### src/rtl/axi4_burst_master.sv
// rtl/axi4_burst_master.sv - AXI4 INCR burst initiator driven by a one-command-at-a-time local port
module axi4_burst_master #(
    parameter int DATA_WIDTH = 32,
    parameter int ADDR_WIDTH = 16
) (
    input  logic                  ACLK,
    input  logic                  ARESETn,
    input  logic                  cmd_valid,
    output logic                  cmd_ready,
    input  logic                  cmd_write,
    input  logic [ADDR_WIDTH-1:0] cmd_addr,
    input  logic [7:0]            cmd_len,
    input  logic [DATA_WIDTH-1:0] wr_data,
    input  logic                  wr_valid,
    output logic                  wr_ready,
    output logic [DATA_WIDTH-1:0] rd_data,
    output logic                  rd_valid,
    output logic                  rd_last,
    input  logic                  rd_ready,
    output logic                  done,
    output logic [1:0]            done_resp,
    output logic                  done_lasterr,
    output logic [ADDR_WIDTH-1:0] AWADDR,
    output logic [7:0]            AWLEN,
    output logic [2:0]            AWSIZE,
    output logic                  AWVALID,
    input  logic                  AWREADY,
    output logic [DATA_WIDTH-1:0] WDATA,
    output logic                  WLAST,
    output logic                  WVALID,
    input  logic                  WREADY,
    input  logic [1:0]            BRESP,
    input  logic                  BVALID,
    output logic                  BREADY,
    output logic [ADDR_WIDTH-1:0] ARADDR,
    output logic [7:0]            ARLEN,
    output logic [2:0]            ARSIZE,
    output logic                  ARVALID,
    input  logic                  ARREADY,
    input  logic [DATA_WIDTH-1:0] RDATA,
    input  logic [1:0]            RRESP,
    input  logic                  RLAST,
    input  logic                  RVALID,
    output logic                  RREADY
);
    localparam logic [2:0] BEAT_SIZE = 3'($clog2(DATA_WIDTH / 8));

    typedef enum logic [2:0] {IDLE, WADDR, WDATA_S, WRESP, RADDR, RDATA_S} state_t;

    state_t                state;
    logic [ADDR_WIDTH-1:0] addr_q;
    logic [7:0]            len_q;
    logic [7:0]            beat_cnt;
    logic                  err_seen;
    logic [1:0]            err_resp;
    logic                  last_cnt;
    logic                  w_hs;
    logic                  r_hs;

    assign AWADDR = addr_q;
    assign ARADDR = addr_q;
    assign AWLEN  = len_q;
    assign ARLEN  = len_q;
    assign AWSIZE = BEAT_SIZE;
    assign ARSIZE = BEAT_SIZE;

    assign last_cnt = (beat_cnt == len_q);

    // Data channels are pure passthroughs gated by state, so a beat costs no extra cycle.
    assign WVALID   = (state == WDATA_S) && wr_valid;
    assign WDATA    = wr_data;
    assign WLAST    = (state == WDATA_S) && last_cnt;
    assign wr_ready = (state == WDATA_S) && WREADY;
    assign w_hs     = WVALID && WREADY;

    assign RREADY   = (state == RDATA_S) && rd_ready;
    assign rd_valid = (state == RDATA_S) && RVALID;
    assign rd_data  = RDATA;
    assign rd_last  = (state == RDATA_S) && (RLAST || last_cnt);
    assign r_hs     = rd_valid && rd_ready;

    always_ff @(posedge ACLK or negedge ARESETn) begin
        if (!ARESETn) begin
            state        <= IDLE;
            cmd_ready    <= 1'b0;
            addr_q       <= '0;
            len_q        <= '0;
            beat_cnt     <= '0;
            err_seen     <= 1'b0;
            err_resp     <= 2'b00;
            AWVALID      <= 1'b0;
            ARVALID      <= 1'b0;
            BREADY       <= 1'b0;
            done         <= 1'b0;
            done_resp    <= 2'b00;
            done_lasterr <= 1'b0;
        end else begin
            case (state)
                IDLE: begin
                    // cmd_ready is still low during the done cycle, so the next accept comes after it.
                    done <= 1'b0;
                    if (cmd_valid && cmd_ready) begin
                        addr_q    <= cmd_addr;
                        len_q     <= cmd_len;
                        beat_cnt  <= '0;
                        err_seen  <= 1'b0;
                        err_resp  <= 2'b00;
                        cmd_ready <= 1'b0;
                        if (cmd_write) begin
                            AWVALID <= 1'b1;
                            state   <= WADDR;
                        end else begin
                            ARVALID <= 1'b1;
                            state   <= RADDR;
                        end
                    end else begin
                        cmd_ready <= 1'b1;
                    end
                end
                WADDR: begin
                    if (AWREADY) begin
                        AWVALID <= 1'b0;
                        state   <= WDATA_S;
                    end
                end
                WDATA_S: begin
                    if (w_hs) begin
                        beat_cnt <= beat_cnt + 8'd1;
                        if (last_cnt) begin
                            BREADY <= 1'b1;
                            state  <= WRESP;
                        end
                    end
                end
                WRESP: begin
                    if (BVALID) begin
                        BREADY       <= 1'b0;
                        done         <= 1'b1;
                        done_resp    <= BRESP;
                        done_lasterr <= 1'b0;
                        state        <= IDLE;
                    end
                end
                RADDR: begin
                    if (ARREADY) begin
                        ARVALID <= 1'b0;
                        state   <= RDATA_S;
                    end
                end
                RDATA_S: begin
                    if (r_hs) begin
                        beat_cnt <= beat_cnt + 8'd1;
                        if (!err_seen && RRESP != 2'b00) begin
                            err_seen <= 1'b1;
                            err_resp <= RRESP;
                        end
                        // Stop on whichever of RLAST or the local count comes first; disagreement is flagged.
                        if (RLAST || last_cnt) begin
                            done         <= 1'b1;
                            done_resp    <= err_seen ? err_resp : RRESP;
                            done_lasterr <= RLAST ^ last_cnt;
                            state        <= IDLE;
                        end
                    end
                end
                default: state <= IDLE;
            endcase
        end
    end
endmodule

### config.mk
export PLATFORM = sky130hd
export DESIGN_NAME = axi4_burst_master
export DESIGN_NICKNAME = d
export VERILOG_FILES = /design/src/rtl/axi4_burst_master.sv
export SDC_FILE = /design/constraint.sdc
export NUM_CORES = 1
export LEC_CHECK = 0
export CAP_MARGIN = 0
export CORE_UTILIZATION = 36
export DETAILED_ROUTE_END_ITERATION = 16
export HOLD_SLACK_MARGIN = 0.1
export PLACE_DENSITY = 0.87
export SYNTH_ARGS = -nofsm -noshare
export SYNTH_HDL_FRONTEND = slang
export SYNTH_SLANG_ARGS = --single-unit
### constraint.sdc
create_clock -name ACLK -period 4.2 [get_ports ACLK]
set_input_delay 0.84 -clock ACLK [delete_from_list [all_inputs] [get_ports ACLK]]
set_output_delay 0.84 -clock ACLK [all_outputs]
set_load 0.02 [all_outputs]
==> results of run 1 <==
==> state kept, by name, summed over array words and instances, names as in the netlist, 2 cells and up <==
register   cells
ARADDR        16
ARLEN          8
beat_cnt       8
state          3
done_resp      2
err_resp       2
==> worst min-delay path by stage <==
stage,cells past startpoint,to,slack [ns],start
after floorplan,2,err_resp[0],0.49,err_resp[0]
after global placement,1,done_resp[1],0.49,done_resp[1]
after detailed placement,1,done_resp[0],0.49,done_resp[0]
after CTS,1,done_resp[0],0.52,done_resp[0]
after global routing,1,done_resp[0],0.55,done_resp[0]
final,1,done_resp[0],0.51,done_resp[0]
==> layer usage <==
metal	vias up	global-route usage
li1	935	-
met1	957	0.1808
met2	137	0.2616
met3	15	0.04390
met4	0	0.06282
met5	-	0
==> area by class of cell <==
class                   count  share of cell area
flip-flops and latches     46              0.3287
clock inverters             3            0.008217
clock buffers               5             0.01965
repair buffers            102              0.2894
multi-input cells         150              0.3080
well taps                 102             0.03644
inverters                   9            0.009646
==> stage by stage <==
step	hold WS, ns	utilization	area [um2]
2_1_floorplan	0.4935	-	3015
3_3_place_gp	0.4897	0.4316	3405
3_5_place_dp	0.4945	0.4316	3405
4_1_cts	0.5163	0.4440	3502
5_1_grt	0.5450	0.4440	3502
6_report	0.5107	0.4440	3502
==> synthesized netlist by cell type (2+ instances only) <==
cell type,number
ha_1,2
o21ai_0,8
nor2_1,15
nor2b_1,2
o22ai_1,2
o2111ai_1,2
mux2_2,8
buf_4,96
nand2_1,14
nand2b_1,4
o21ai_1,2
nor2_2,3
inv_1,9
dfrtp_1,46
a2bb2oi_1,2
mux2_1,19
nand3_1,6
a21oi_1,7
and2_1,3
buf_6,2
xor2_1,11
and3_1,5
a31oi_1,2
o211ai_1,4
conb_1,2
nor3_1,4
mux2i_1,5
nor4_1,2
==> cells by family (layout without fill, tap and decap cells) <==
logic type               Yosys count  after routing  synth area share
other                              2              6          0.002503
XOR/XNOR                          11             11           0.03211
adder cells (fa/ha/maj)            2              2          0.008339
multiplexers                      32             32            0.1180
AND/OR/NAND/NOR                   64             64            0.1113
buffers and inverters            109            119            0.2619
flip-flops                        46             46            0.3837
AO/OA/AOI/OAI                     35             35           0.08216
==> power by group through the flow <==
| stage | logic (uW) | registers [uW] | clock network (uW) |
|---|---|---|---|
| 6_report | 1480 | 834 | 299 |
| 5_1_grt | 1570 | 873 | 330 |
| 2_1_floorplan | 922 | 957 | 0 |
| 4_1_cts | 1490 | 839 | 313 |
| 3_3_place_gp | 1460 | 831 | 0 |
| 3_5_place_dp | 1480 | 844 | 0 |
==> cell usage in the layout, fill, tap and decap left out, types with 4 or more instances in the layout <==
cell type | netlist | layout
clkdlybuf4s50_1 | 0 | 100
dfrtp_1 | 46 | 46
mux2_1 | 19 | 19
nor2_1 | 15 | 15
nand2_1 | 14 | 14
xor2_1 | 11 | 11
inv_1 | 9 | 9
o21ai_0 | 8 | 8
mux2_2 | 8 | 8
a21oi_1 | 7 | 7
nand3_1 | 6 | 6
conb_1 | 2 | 6
and3_1 | 5 | 5
mux2i_1 | 5 | 5
clkbuf_8 | 0 | 5
nand2b_1 | 4 | 4
o211ai_1 | 4 | 4
nor3_1 | 4 | 4
==> run metrics, run 1 <==
status complete, no violations; I/O pins 236; crit path time final 3.342 ns; worst vdd ir 0.3903 mV; Pins Over Slew Limit 0; slowest CP cell clkdlybuf4s50_1; final hold viol count 0; Worst Path Max Fanout 6; Worst Max-Slew Pin Slew 1.075 ns; area grow syn2layout 16.72%; GRT Total Usage 0.1536; achievable frequency 299.3 MHz; Net Sw Frac 0.4294; layout cells sized above 1 0.08571; Comb power frac 0.566; via count 2044; Design Power 2611 uW; Clock Tree Buf Depth 2; HP Class flop to flop; filler instances 733; Port Buf Inserts 101; Residual DRC 0; leading area contributor after synthesis dfrtp_1; ys flop type dfrtp_1; vias in the first global route 2062; via/cell ratio 4.902; worst skew pair latency 0.31 ns; drt wl/cell 15.94 um; Ys Warns 0; library cells used by synthesis 42; Critical R2R Launch beat_cnt[4]; Mapped Cells 301; Crit Path Class flop to output port; clk slew on worst S/H paths 0.10 ns; Buf/Inv on CP 1; R2R cell count 7; Critical Path AT 2.50 ns; hold_buf cts 0; CTS tree yes; post-placement setup slack 1.068 ns; Placed Cells 409; Setup crit start beat_cnt[4]; DR top layer met4; Slew headroom 0.2835; register share of total power 0.320; ant diodes 0; Synth area leaders dfrtp_1, buf_4, mux2_1, xor2_1, mux2_2; worst reg2reg setup slack 1.84 ns; Post-layout nets 420; internal cell power 1490 uW; WP depth 6; critical path's largest stage delay 0.61 ns; Die Ht 93.29 um; Post-DP HPWL 4.998 mm; met3 wire len 706 um; power share of the clock group 0.114; gr ovfl total 0; Power Density 745.6 mW/mm2; Core Box Area 0.007888 mm2; fin cells 417; Post-CTS Setup Bufs 0; FF-to-FF End done_resp[1]; initial antenna violation count 0; Tcrit/Tclk final 0.7956; final worst slack 0.8585 ns; row cnt 32; Met1 Wirelength 2.568 mm; H-tree level count 2; CTS sink cnt 46; Setup-failing EPs final 0; Top delay family on crit path simple AND/OR/NAND/NOR gates; Num CTS Buffers 5; Synth top area share 0.3837; Avg Cell Area, Syn 9.968 um2; Die Area 0.008703 mm2; Mapped Area 0.003000 mm2; Sw Pwr 1121 uW; router iterations before antenna repair 4; root buf cell clkbuf_8; RSZ-0062 raised after global routing no; gp weighted congestion 0.8959; max_cap viols 0; initial drt markers 71; cts repair resizes 0; first-pass GRT wire length 10.34 mm; ANT nets after route 0; data required time of the critical path 3.36 ns; Critical Path Source Type flop; critical-path cell list xor2_1, nor4_1, nand2_1, ha_1, nor2b_1, clkdlybuf4s50_1; Critical Path End Type output port; setup TNS 0 ns; chip width 93.29 um; pin count of the biggest net entering global routing 47; EDFF count, synth 0; Initial Util 0.3804; register area 0.001151 mm2; sequential fraction of the synthesis area 0.3837; asr flop ratio synth 1.000; number of synthesized register bits 46; multi-input logic area 0.001079 mm2; leak pwr 0.001469 uW; Final Skew 0.01337 ns; DRT Wirelength 6.647 mm; worst setup path endpoint rd_last; met2 WL post-DR 3.234 mm
(Power assumes the default switching activity.)
==> run 2: changes to the inputs <==
CORE_UTILIZATION = 31   (was 36)
PLACE_DENSITY = 0.8   (was 0.87)
clock period = 2.7 ns   (was 4.2 ns; I/O delays follow)
==> run metrics, run 2 (synthesis gave the netlist of run 1 again) <==
Critical Path AT 2.03 ns (-0.47 ns); initial drt markers 40 (-44%); Buf/Inv on CP 2 (+1); Num CTS Buffers 5 (unchanged); critical path's largest stage delay 0.43 ns (-0.18 ns); I/O pins 236 (unchanged); Die Ht 100.4 um (+7.6%); CTS sink cnt 46 (unchanged); ANT nets after route 0 (unchanged); Initial Util 0.3217 (-0.05873); status complete, no violations; Worst Path Max Fanout 4 (-2); RSZ-0062 raised after global routing no; GRT Total Usage 0.1395 (-0.01409); hold_buf cts 0 (unchanged); Post-DP HPWL 5.286 mm (+5.8%); drt wl/cell 15.44 um (-3.2%); vias in the first global route 2154 (+4.5%); final hold viol count 0 (unchanged); CTS tree yes; gr ovfl total 0 (unchanged); critical-path cell list xor2_1, nor4_1, nand2_1, buf_4, nor2_1, dlygate4sd2_1; H-tree level count 2 (unchanged); Port Buf Inserts 101 (unchanged); pin count of the biggest net entering global routing 47 (unchanged); Setup-failing EPs final 0 (unchanged); chip width 100.4 um (+7.6%); Final Skew 0.006904 ns (-0.006462 ns); Power Density 1143 mW/mm2 (+53%); gp weighted congestion 0.8464 (-5.5%); Critical Path End Type output port; ant diodes 0 (unchanged); worst skew pair latency 0.30 ns (about the same); DRT Wirelength 6.993 mm (+5.2%); crit path time final 2.572 ns; Core Box Area 0.009328 mm2 (+18%); setup TNS 0 ns (unchanged); most frequent cells in the layout clkdlybuf4s50_1, dfrtp_1, mux2_1; Tcrit/Tclk final 0.9527; area grow syn2layout 20.56%; Placement Cell Area 0.003531 mm2 (+3.7%); Critical Path Source Type flop; fin cells 453 (+8.6%); router iterations before antenna repair 4 (unchanged); initial antenna violation count 0 (unchanged); via/cell ratio 4.673 (-4.7%); layout cells sized above 1 0.1142 (+0.02848); first-pass GRT wire length 10.84 mm (+4.9%); root buf cell clkbuf_8; most common cell after layout, fill and taps aside clkdlybuf4s50_1; slowest CP cell dfrtp_1; Post-layout nets 429 (+2.1%); via count 2117 (+3.6%); data required time of the critical path 2.16 ns (-1.20 ns); hold_ws 0.1959 ns (-0.3148 ns); worst vdd ir 0.5554 mV (+42%); Pins Over Slew Limit 0 (unchanged); max FFs per register 16 (unchanged); HP Class input port to async pin; clk slew on worst S/H paths 0.10 ns (about the same); Crit Path Class flop to output port; Clock Tree Buf Depth 2 (unchanged); row cnt 35 (+9.4%); max_cap viols 0 (unchanged); Top delay family on crit path simple AND/OR/NAND/NOR gates; achievable frequency 388.8 MHz; Placed Cells 445 (+8.8%); Post-CTS Setup Bufs 0 (unchanged); Die Area 0.01008 mm2 (+16%); Residual DRC 0 (unchanged); leak pwr 0.001518 uW (+3.3%); final instance area 0.003617 mm2 (+3.3%)
run 2: cell types whose count changed in the layout (fill, tap and decap cells not counted), sizes merged:
cell           delta
clkinv            -1
clkbuf            +1
clkdlybuf4s50     -2
buf               +9
dlygate4sd2       +1
inv               -1
clkinvlp          +2
run 2: worst register-to-register path, delay by kind of cell (launching register included):
kind | cells | cell delay [ns]
flops | 1 | 0.43
simple gates | 3 | 0.75
compound gates | 1 | 0.18
fa+ha+maj | 1 | 0.28
mux | 1 | 0.34
xor+xnor | 1 | 0.16
run 2: area by class of cell:
type                            instances  area [um2]
Tap cell                              129       161.4
Fill cell                             927        5710
Inverter                                9       33.78
Timing Repair Buffer                  111        1100
Clock buffer                            5       68.82
Multi-Input combinational cell        150        1079
Sequential cell                        46        1151
Clock inverter                          3       23.77
run 2: per-layer routing:
| layer | global-route usage | share of wire | wire length, um | vias up |
|---|---|---|---|---|
| li1 | - | - | - | 950 |
| met1 | 0.1636 | 0.39 | 2708 | 1001 |
| met2 | 0.2345 | 0.47 | 3303 | 141 |
| met3 | 0.04596 | 0.11 | 804 | 25 |
| met4 | 0.05686 | 0.025 | 178 | 0 |
| met5 | 0 | 0 | 0 | - |
run 2: through the flow:
stage          setup slack [ns]  utilization  power, uW
4_1_cts                 0.04526       0.3882       4195
2_1_floorplan            0.5767            -       2923
3_5_place_dp             0.1545       0.3785       3710
3_3_place_gp             0.1692       0.3785       3668
6_report                 0.1278       0.3878       4134
5_1_grt                 0.01630       0.3878       4402
run 2: final timing paths:
path	start	end	slack, ns	cells past startpoint
worst max-delay path	ARLEN[4]	WLAST	0.13	6
worst min-delay path	ARESETn	ARADDR[13]	0.20	2
worst max register to register	ARLEN[4]	done_resp[1]	0.46	7
worst min register to register	done_resp[1]	done_resp[1]	0.52	1
max in group asynchronous	ARESETn	done_lasterr	2.26	2
min in group ACLK	done_resp[1]	done_resp[1]	0.52	1
run 2: what timing repair did:
| item | CTS | global route |
|---|---|---|
| resized for setup | 2 | 2 |
| pin swaps | 0 | 0 |
| endpoints found under the setup margin | 2 | 1 |
run 2: power breakdown:
group	internal [uW]	leakage (uW)	switching (uW)	total, uW
combinational	1200	0.000907	1260	2460
sequential	979	0.000570	246	1220
clock	186	0.0000408	265	451
total	2370	0.00152	1770	4130
==> run 3: changes to the inputs <==
CAP_MARGIN = 20   (was 0)
CTS_CLUSTER_DIAMETER = 120   (was unset)
==> results of run 3 <==
Same layout as run 2: the final DEF is identical, and so are final timing and power.
